[config.mk]
export PLATFORM = sky130hd
export DESIGN_NAME = pl_phy_msg_if
export DESIGN_NICKNAME = d
export VERILOG_FILES = /design/src/rtl/pl_phy_msg_if.sv
export SDC_FILE = /design/constraint.sdc
export NUM_CORES = 1
export LEC_CHECK = 0
export BUFFER_PORTS_ARGS = -buffer_cell sky130_fd_sc_hd__buf_2
export CAP_MARGIN = 0
export CORE_UTILIZATION = 64
export CTS_BUF_LIST = sky130_fd_sc_hd__clkbuf_2 sky130_fd_sc_hd__clkbuf_4 sky130_fd_sc_hd__clkbuf_8
export CTS_CLUSTER_SIZE = 24
export DETAILED_ROUTE_END_ITERATION = 16
export PLACE_DENSITY = 0.82
export SKIP_LAST_GASP = 1
export SLEW_MARGIN = 30
export SYNTH_ARGS = -nofsm -noshare
export SYNTH_HDL_FRONTEND = slang
export SYNTH_SLANG_ARGS = --single-unit
[constraint.sdc]
create_clock -name clk -period 2.67 [get_ports clk]
set_input_delay 0 -clock clk [delete_from_list [all_inputs] [get_ports clk]]
set_output_delay 0 -clock clk [all_outputs]
set_load 0.05 [all_outputs]
[src/rtl/pl_phy_msg_if.sv]
// pl_phy_msg_if: protocol-layer message interface above the PD PHY.
//   TX path : 32x8 message buffer written by the policy engine, a five-state
//             FSM (IDLE/REQ/BYTE/WAIT/FIN) that requests a packet, streams the
//             payload on the PHY's per-byte handshake and reports tx_done/tx_ok.
//             A watchdog aborts the transfer after TX_TIMEOUT cycles without
//             PHY progress.
//   RX path : IDLE/ACTIVE FSM capturing PHY bytes into a second 32x8 buffer
//             (30 bytes kept, overflow flagged) and reporting type/len/status.
// Ports:
//   clk, rst_n                    clock, asynchronous active-low reset
//   tx_wr_*                       TX buffer write port (ignored while tx_busy)
//   tx_start/tx_type/tx_len       send request; tx_busy/tx_done/tx_ok outcome
//   bist_en, rx_sel, soft_reset   registered through to the PHY controls
//   rx_rd_addr/rx_rd_data         combinational RX buffer read
//   rx_valid/rx_type/rx_len/rx_status/rx_overflow  received message report
//   pl2phy_* / phy2pl_*           PHY-side handshake signals
//   dbg_tx_state, dbg_rx_state    current FSM states
// Handshake: a payload byte is transferred on every cycle where
//   pl2phy_tx_payload_en and phy2pl_tx_payload_done are both high; the next
//   byte is presented on the following cycle and payload_en stays high until
//   the last byte is acknowledged.
module pl_phy_msg_if #(
  parameter int TX_TIMEOUT = 4095
) (
  input  logic       clk,
  input  logic       rst_n,
  input  logic       tx_wr_en,
  input  logic [4:0] tx_wr_addr,
  input  logic [7:0] tx_wr_data,
  input  logic       tx_start,
  input  logic [2:0] tx_type,
  input  logic [4:0] tx_len,
  output logic       tx_busy,
  output logic       tx_done,
  output logic       tx_ok,
  input  logic       bist_en,
  input  logic       rx_sel,
  input  logic       soft_reset,
  input  logic [4:0] rx_rd_addr,
  output logic [7:0] rx_rd_data,
  output logic       rx_valid,
  output logic [2:0] rx_type,
  output logic [4:0] rx_len,
  output logic [1:0] rx_status,
  output logic       rx_overflow,
  output logic       pl2phy_tx_packet_en,
  output logic [2:0] pl2phy_tx_packet_type,
  input  logic       phy2pl_tx_packet_done,
  input  logic       phy2pl_tx_packet_result,
  output logic       pl2phy_tx_payload_en,
  output logic [7:0] pl2phy_tx_payload,
  output logic       pl2phy_tx_payload_last,
  input  logic       phy2pl_tx_payload_done,
  input  logic       phy2pl_rx_packet_en,
  input  logic [2:0] phy2pl_rx_packet_type,
  input  logic       phy2pl_rx_payload_en,
  input  logic [7:0] phy2pl_rx_payload,
  input  logic       phy2pl_rx_packet_done,
  input  logic [1:0] phy2pl_rx_packet_result,
  output logic       pl2phy_rx_packet_select,
  output logic       pl2phy_tx_bist_carrier_mode,
  output logic       pl2phy_reset_req,
  output logic [2:0] dbg_tx_state,
  output logic       dbg_rx_state
);

  localparam int WDW = $clog2(TX_TIMEOUT + 1);

  typedef enum logic [2:0] {TX_IDLE, TX_REQ, TX_BYTE, TX_WAIT, TX_FIN} tx_state_t;
  typedef enum logic {RX_IDLE, RX_ACTIVE} rx_state_t;

  tx_state_t tx_state, tx_next;
  rx_state_t rx_state, rx_next;

  logic [7:0]     tx_buf [32];
  logic [7:0]     rx_buf [32];
  logic [2:0]     type_q;
  logic [4:0]     len_q;
  logic [4:0]     idx;
  logic [WDW-1:0] wd;
  logic           ok_q;
  logic [2:0]     rx_type_q;
  logic [4:0]     rx_cnt;
  logic           rx_ovf_q;

  logic tx_active, is_ctrl, start_ctrl, bad_len, last_byte, wd_exp;
  logic rx_wr, rx_drop, rx_fin;

  assign tx_active  = (tx_state == TX_REQ) || (tx_state == TX_BYTE) || (tx_state == TX_WAIT);
  assign is_ctrl    = (type_q == 3'd5) || (type_q == 3'd6);
  assign start_ctrl = (tx_type == 3'd5) || (tx_type == 3'd6);
  assign bad_len    = !start_ctrl && ((tx_len < 5'd2) || (tx_len > 5'd30));
  assign last_byte  = (idx == len_q - 5'd1);
  // A byte acknowledged on the expiry cycle counts as progress.
  assign wd_exp     = (wd == WDW'(TX_TIMEOUT - 1)) && !phy2pl_tx_payload_done;

  // Control copies towards the PHY.
  always_ff @(posedge clk or negedge rst_n) begin
    if (!rst_n) begin
      pl2phy_tx_bist_carrier_mode <= 1'b0;
      pl2phy_rx_packet_select     <= 1'b0;
      pl2phy_reset_req            <= 1'b0;
    end else begin
      pl2phy_tx_bist_carrier_mode <= bist_en;
      pl2phy_rx_packet_select     <= rx_sel;
      pl2phy_reset_req            <= soft_reset;
    end
  end

  // TX buffer: no reset, writes blocked while a message is owned by the FSM.
  always_ff @(posedge clk) begin
    if (tx_wr_en && !tx_busy) tx_buf[tx_wr_addr] <= tx_wr_data;
  end

  // TX FSM: state register.
  always_ff @(posedge clk or negedge rst_n) begin
    if (!rst_n) tx_state <= TX_IDLE;
    else        tx_state <= tx_next;
  end

  // TX FSM: next state. The PHY soft reset overrides everything.
  always_comb begin
    tx_next = tx_state;
    if (pl2phy_reset_req) begin
      tx_next = TX_IDLE;
    end else begin
      case (tx_state)
        TX_IDLE: if (tx_start) tx_next = bad_len ? TX_FIN : TX_REQ;
        TX_REQ:  if (wd_exp) tx_next = TX_FIN;
                 else        tx_next = is_ctrl ? TX_WAIT : TX_BYTE;
        TX_BYTE: if (wd_exp || phy2pl_tx_packet_done)              tx_next = TX_FIN;
                 else if (phy2pl_tx_payload_done && last_byte)     tx_next = TX_WAIT;
        TX_WAIT: if (phy2pl_tx_packet_done || wd_exp) tx_next = TX_FIN;
        TX_FIN:  tx_next = TX_IDLE;
        default: tx_next = TX_IDLE;
      endcase
    end
  end

  // TX FSM: PHY-facing outputs decoded from state.
  always_comb begin
    pl2phy_tx_packet_en    = 1'b0;
    pl2phy_tx_packet_type  = 3'd0;
    pl2phy_tx_payload_en   = 1'b0;
    pl2phy_tx_payload      = 8'd0;
    pl2phy_tx_payload_last = 1'b0;
    if (tx_state == TX_REQ) begin
      pl2phy_tx_packet_en   = 1'b1;
      pl2phy_tx_packet_type = type_q;
    end
    if (tx_state == TX_BYTE) begin
      pl2phy_tx_payload_en   = 1'b1;
      pl2phy_tx_payload      = tx_buf[idx];
      pl2phy_tx_payload_last = last_byte;
    end
  end

  // TX datapath: latched request, byte index, watchdog, PHY result.
  always_ff @(posedge clk or negedge rst_n) begin
    if (!rst_n) begin
      type_q <= 3'd0;
      len_q  <= 5'd0;
      idx    <= 5'd0;
      wd     <= '0;
      ok_q   <= 1'b0;
    end else if (pl2phy_reset_req) begin
      idx  <= 5'd0;
      wd   <= '0;
      ok_q <= 1'b0;
    end else begin
      if (tx_state == TX_IDLE && tx_start) begin
        type_q <= tx_type;
        len_q  <= tx_len;
        ok_q   <= 1'b0;
      end
      if (tx_active) wd <= phy2pl_tx_payload_done ? '0 : wd + WDW'(1);
      else           wd <= '0;
      if (tx_state == TX_REQ) idx <= 5'd0;
      else if (tx_state == TX_BYTE && phy2pl_tx_payload_done && !last_byte) idx <= idx + 5'd1;
      if (tx_state == TX_WAIT && phy2pl_tx_packet_done) ok_q <= phy2pl_tx_packet_result;
    end
  end

  // TX status outputs are registered: tx_done follows FIN by one cycle, or
  // follows a soft reset that interrupted an in-flight transfer.
  always_ff @(posedge clk or negedge rst_n) begin
    if (!rst_n) begin
      tx_busy <= 1'b0;
      tx_done <= 1'b0;
      tx_ok   <= 1'b0;
    end else begin
      tx_done <= (tx_state == TX_FIN) || (pl2phy_reset_req && tx_active);
      tx_ok   <= (tx_state == TX_FIN) && ok_q;
      if ((tx_state == TX_FIN) || pl2phy_reset_req) tx_busy <= 1'b0;
      else if (tx_state == TX_IDLE && tx_start)     tx_busy <= 1'b1;
    end
  end

  // RX path. A new packet_en restarts capture from any state.
  assign rx_wr   = (rx_state == RX_ACTIVE) && !pl2phy_reset_req && !phy2pl_rx_packet_en &&
                   phy2pl_rx_payload_en && (rx_cnt < 5'd30);
  assign rx_drop = (rx_state == RX_ACTIVE) && !pl2phy_reset_req && !phy2pl_rx_packet_en &&
                   phy2pl_rx_payload_en && (rx_cnt >= 5'd30);
  assign rx_fin  = (rx_state == RX_ACTIVE) && !pl2phy_reset_req && !phy2pl_rx_packet_en &&
                   phy2pl_rx_packet_done;

  always_ff @(posedge clk or negedge rst_n) begin
    if (!rst_n) rx_state <= RX_IDLE;
    else        rx_state <= rx_next;
  end

  always_comb begin
    rx_next = rx_state;
    if (pl2phy_reset_req)         rx_next = RX_IDLE;
    else if (phy2pl_rx_packet_en) rx_next = RX_ACTIVE;
    else if (rx_fin)              rx_next = RX_IDLE;
  end

  always_ff @(posedge clk) begin
    if (rx_wr) rx_buf[rx_cnt] <= phy2pl_rx_payload;
  end

  // A byte arriving with packet_done is stored and counted before reporting.
  always_ff @(posedge clk or negedge rst_n) begin
    if (!rst_n) begin
      rx_type_q   <= 3'd0;
      rx_cnt      <= 5'd0;
      rx_ovf_q    <= 1'b0;
      rx_valid    <= 1'b0;
      rx_type     <= 3'd0;
      rx_len      <= 5'd0;
      rx_status   <= 2'd0;
      rx_overflow <= 1'b0;
    end else begin
      rx_valid <= 1'b0;
      if (pl2phy_reset_req) begin
        rx_cnt   <= 5'd0;
        rx_ovf_q <= 1'b0;
      end else if (phy2pl_rx_packet_en) begin
        rx_type_q <= phy2pl_rx_packet_type;
        rx_cnt    <= 5'd0;
        rx_ovf_q  <= 1'b0;
      end else begin
        if (rx_wr)   rx_cnt   <= rx_cnt + 5'd1;
        if (rx_drop) rx_ovf_q <= 1'b1;
        if (rx_fin) begin
          rx_valid    <= 1'b1;
          rx_type     <= rx_type_q;
          rx_len      <= rx_wr ? rx_cnt + 5'd1 : rx_cnt;
          rx_status   <= phy2pl_rx_packet_result;
          rx_overflow <= rx_ovf_q || rx_drop;
        end
      end
    end
  end

  assign rx_rd_data   = rx_buf[rx_rd_addr];
  assign dbg_tx_state = tx_state;
  assign dbg_rx_state = rx_state;

endmodule

Word level (Yosys, flattened, before mapping) --
Memory sizes are Yosys's and may differ from the RTL's. Cells that the tools add are included.
Cells by class: mux-type cells 41, equal/unequal tests 13, shift operators 0, add/subtract/negate cells 4, reduce and logical (&&, ||, !) cells 41, div/mod/pow operators 0, magnitude comparators 4, multiply operators 0, bitwise logic cells 2
Operator list (count):
- 12-bit 2-to-1 mux | 3
- 5-bit 2-to-1 mux | 6
- 3-bit 2-to-1 mux | 8
- 1-bit 2-to-1 mux | 22
- 1-bit logical AND | 16
- 3-bit == test, second input constant | 5
- 12-bit by 1-bit adder with 12-bit output, second input constant | 1
- 12-bit == test, second input constant | 1
- 3-bit case mux with 4 select lines | 1
- 3-bit nonzero test | 4
- 5-bit by 1-bit adder with 5-bit output, second input constant | 2
- 1-bit logical OR | 9
- 8-bit 2-to-1 mux | 1
- 3-bit by 2-bit == test with 1-bit output, second input constant | 2
- 1-bit zero test | 6
- 3-bit AND reduction | 2
- 5-bit == test | 1
- 5-bit >= comparator, second input constant | 1
- 5-bit > comparator, second input constant | 1
- 5-bit by 2-bit less-than comparator with 1-bit output, second input constant | 1
- 5-bit less-than comparator, second input constant | 1
- 5-bit by 1-bit subtractor with 5-bit output, second input constant | 1
- 4-bit by 2-bit inequality test with 1-bit output, second input constant | 1
- 2-bit AND reduction | 2
- other kinds (6) | 7
Storage, ports and cells: ROM bits 0, bits of input ports 52, logic and storage cells 128, memories 2, output and inout port bits 44, RAM bits 512, bits in latches 0, flip-flop bits (word level) 57
Memories:
- rx_buf | words 32, width 8, read ports 1, clocked after memory_dff 0, write ports 1, line 76 | logic [7:0] rx_buf [32];
- tx_buf | words 32, width 8, read ports 1, clocked after memory_dff 0, write ports 1, line 75 | logic [7:0] tx_buf [32];

Depth between registers and ports, before layout --
word-level depth 8, mapped depth 9

Least setup slack after synthesis --
No wires, ideal clock.
path kind flip-flop to output port, start point reg tx_state[1], in the netlist dbg_tx_state[1], end point out pl2phy_tx_payload[0], arrival 2.962 ns, buffers on the path 2, data required time 2.670 ns, setup slack -0.292 ns, cell stages (with the launch flop) 6, cells stage by stage dfrtp_1 > buf_2 > nor3b_1 > clkbuf_1 > o21ai_0 > a21oi_1
Between the ends: longest elaborated chain between the ends 2
RTL lines:
- start: declaration | line 72 | tx_state_t tx_state, tx_next;
- start signal: assignment | line 118 | else tx_state <= tx_next;
- 3-bit by 2-bit == test with 1-bit output | line 151 | if (tx_state == TX_BYTE) begin
- 8-bit 2-to-1 mux | line 151
- end: declaration | line 51 | output logic [7:0] pl2phy_tx_payload,
No other way between the ends.

Worst setup path after layout --
start point reg idx[1], end point out pl2phy_tx_payload[6]
Between the ends: longest elaborated chain between the ends 2
RTL lines:
- start: declaration | line 79 | logic [4:0] idx;
- start signal: assignment | line 179 | else if (tx_state == TX_BYTE && phy2pl_tx_payload_done && !last_byte) idx <= idx + 5'd1;
- memory 32 x 8 bit
- 8-bit 2-to-1 mux | line 151
No other way between the ends.

==> run metrics <==
f_max roughly 0.36 GHz; Primary FF master, synth edfxtp_1; die area 0.0359 mm^2; Power, Total 18.9 mW; hold violation total from the final report 0; Pins Over Slew Limit 0; initial drt markers 1,483; Worst Path Arrival 2780 ps; Cells after DPL 1,744; Top Ports 96; RSZ-0062 raised after global routing yes; Final HPWL DP roughly 30 mm; Routed WL 51.4 mm; final setup fails 4; share of cells above drive strength 1 35.3%; final std cells w/o fill between 1,500 and 2,000; most used routing layer met2; Synthesized Nets 1,217; TritonCTS buffer count 87; worst slack at placement 402 ps; cell taking the most area after synthesis edfxtp_1; Cell Rows 68; Yosys warnings 0; routability cong. 0.832; met3 Use GR 5.18%; clk buf depth 3; Util after Layout 77.6%; largest net degree at the start of global routing 65; Setup TNS -141 ps; number of synthesized flops with an enable pin 512; area fraction of the dominant cell type after synthesis ~70%; Area growth syn-to-layout 19.0%; Syn Inst Count 1,157; CTS Sinks roughly 570; initial antenna violation count 1; Cell Area, Placed 0.0241 mm^2; hold_ws roughly 34 ps; Max-Cap Viols 0; Starting Density 65.2%; DR WL/cell 26.1 um; crit start category flop; syn_area_per_cell 19.5 um^2; Psw 4.44 mW; Min-Delay Path Class input pin to flop; Yosys reg bits 569; Pint 14.4 mW; final instance area 0.0268 mm^2; Comb pwr share under 10%; DR DRC count 0; clock skew 33.1 ps; slew margin rel. 43.7%; ANT cells 0; Final min period about 2800 ps; GRT Total Usage 29.4%; Core ar. 0.0345 mm^2; outcome finished, violations left; Setup WS post-layout -112 ps; antenna-violating nets left 0; clock power share 38.3%; Peak supply drop 782 uV; CTS tree built; critical-path cell with the highest stage delay dfrtp_4; PortBufs 95; Final #Nets 1,508; cell area after synthesis 0.0225 mm^2; Worst path max stage delay 580 ps; detailed-route vias per instance 6.42; Yosys cell types 58; H-tree lvl count 3; leakage power 9.16 nW; sequential cell area fraction in the yosys report between 70% and 80%; final period utilization 104%; crit path cell chain nand3b_1, o221ai_2, a211o_1, nand2_1, a21oi_2, buf_6; CTS Root Cell clkbuf_8; via count around 13,000; CP Max Fanout 12; Die Span Y between 150 and 200 um; switching portion of total power 23.5%; Worst Max-Slew Pin Slew 844 ps; Clock Latency Late Sink 640 ps; vias in the first global route 13,200; Die X about 190 um; met1 usage between 30% and 40%; grt total ovfl 0; failing checks setup timing; ys async rst share 10.0%; clk slew on worst S/H paths 60 ps; WS Path Type flop to output port; Critical Path RT 2670 ps; Flop pwr share 52.7%; top cells by area, synth edfxtp_1 (68%), mux4_2 (13%), dfrtp_1 (6.3%); M2 GR Usage approximately half; Worst setup EP type output port; first-pass iteration count of the detailed router 6; first-pass GRT wire length 77.4 mm; PD cells around 700 mW/mm^2
[final cells by class]
class                           instances  area [um^2]
Clock buffer                          110         1390
Fill cell                            1751         7740
Multi-Input combinational cell        524         5580
Timing Repair Buffer                  258         2070
Clock inverter                         48          354
Inverter                                8         30.0
Tap cell                              455          569
Sequential cell                       569        16800
[worst max-delay path: cells and delay by family (launching register included)]
| family | cells | cell delay [ps] |
|---|---|---|
| flops | 1 | 580 |
| buf+inv | 1 | 200 |
| compound gates | 3 | 810 |
| simple gates | 2 | 550 |
[synth_stat cells (all sizes together), types with 4 or more instances]
master / number
a211o: 8
a211oi: 4
a21oi: 22
a22o: 8
a22oi: 9
and2: 6
and3: 6
buf: 33
clkbuf: 23
dfrtp: 57
edfxtp: 512
ha: 8
inv: 7
mux2: 20
mux2i: 35
mux4: 128
nand2: 45
nand3: 14
nand3b: 7
nor2: 100
nor2b: 5
o21ai: 16
o221ai: 8
o22ai: 8
or3: 8
or3b: 4
xnor2: 6
xor2: 13
[routing by layer]
layer	share of wire, %	up-vias	routed length [um]
li1	-	5279	-
met1	36	6454	18600
met2	52	797	26900
met3	8.3	132	4240
met4	3.2	0	1670
met5	0	-	0
[power by group through the flow]
stage | logic [mW] | registers [mW] | clock network [mW]
CTS | 1.66 | 9.94 | 7.28
finish | 1.69 | 9.95 | 7.24
global placement | 1.43 | 10.1 | 0
floorplan | 0.854 | 10.2 | 0
detailed placement | 1.47 | 10.1 | 0
global route | 1.78 | 9.96 | 7.70
[state kept, by name (all words and copies together), names as in the netlist, 2 cells and up]
register and flops:
wd 12, dbg_tx_state 3, type_q 3, tx_buf 256
rx_cnt 5, rx_type 3, rx_buf 256, rx_type_q 3
rx_len 5, len_q 5, idx 5, rx_status 2
[what timing repair did]
item / in CTS / in global routing
hold endpoints to repair: 621 / 0
setup endpoints to repair: 9 / 9
resized for setup: 49 / 15
hold buffers: 51 / 0
pin swaps: 15 / 16
buffers inserted: 13 / 5
gates cloned: 4 / 0
[final timing paths]
check | slack (ps) | depth (start not counted) | endpoint | from
worst min register to register | 470 | 2 | rx_status[0] | rx_status[0]
worst min-delay path | 30 | 2 | pl2phy_tx_bist_carrier_mode | bist_en
max in group asynchronous | 1920 | 4 | rx_type[1] | rst_n
min in group asynchronous | 520 | 4 | len_q[0] | rst_n
worst max register to register | 290 | 9 | idx[3] | len_q[0]
worst max-delay path | -110 | 6 | pl2phy_tx_payload[6] | idx[1]
[cells in the final DEF (no fill, tap or decap), drive strengths merged, types with 3 or more instances in the layout]
cell and n:
ha 8, and3 6, clkbuf 110, xnor2 6
and2 6, dlygate4sd3 50, a22o 8, o221ai 8
nor3 3, a211o 8, mux2 20, xor2 13
edfxtp 512, or3b 4, buf 208, inv 10
a21oi 22, nand3 14, dfrtp 57, nand3b 7
nor2b 5, a211oi 4, nand4 3, nand2 45
bufinv 5, o21ai 16, clkinv 39, and4 3
mux4 128, nor2 100, o22ai 8, or3 8
mux2i 35, a22oi 9
[kinds of logic (layout without fill, tap and decap cells)]
group	after synthesis	count (layout)	synth area share (%)
multiplexers	183	183	15.4
buffers and inverters	64	424	1.34
XOR/XNOR	19	19	0.739
adder cells (fa/ha/maj)	8	8	0.445
AND/OR/NAND/NOR	218	218	4.57
AO/OA/AOI/OAI	96	96	2.91
flip-flops	569	569	74.6
Power figures use the tool's default switching activity.
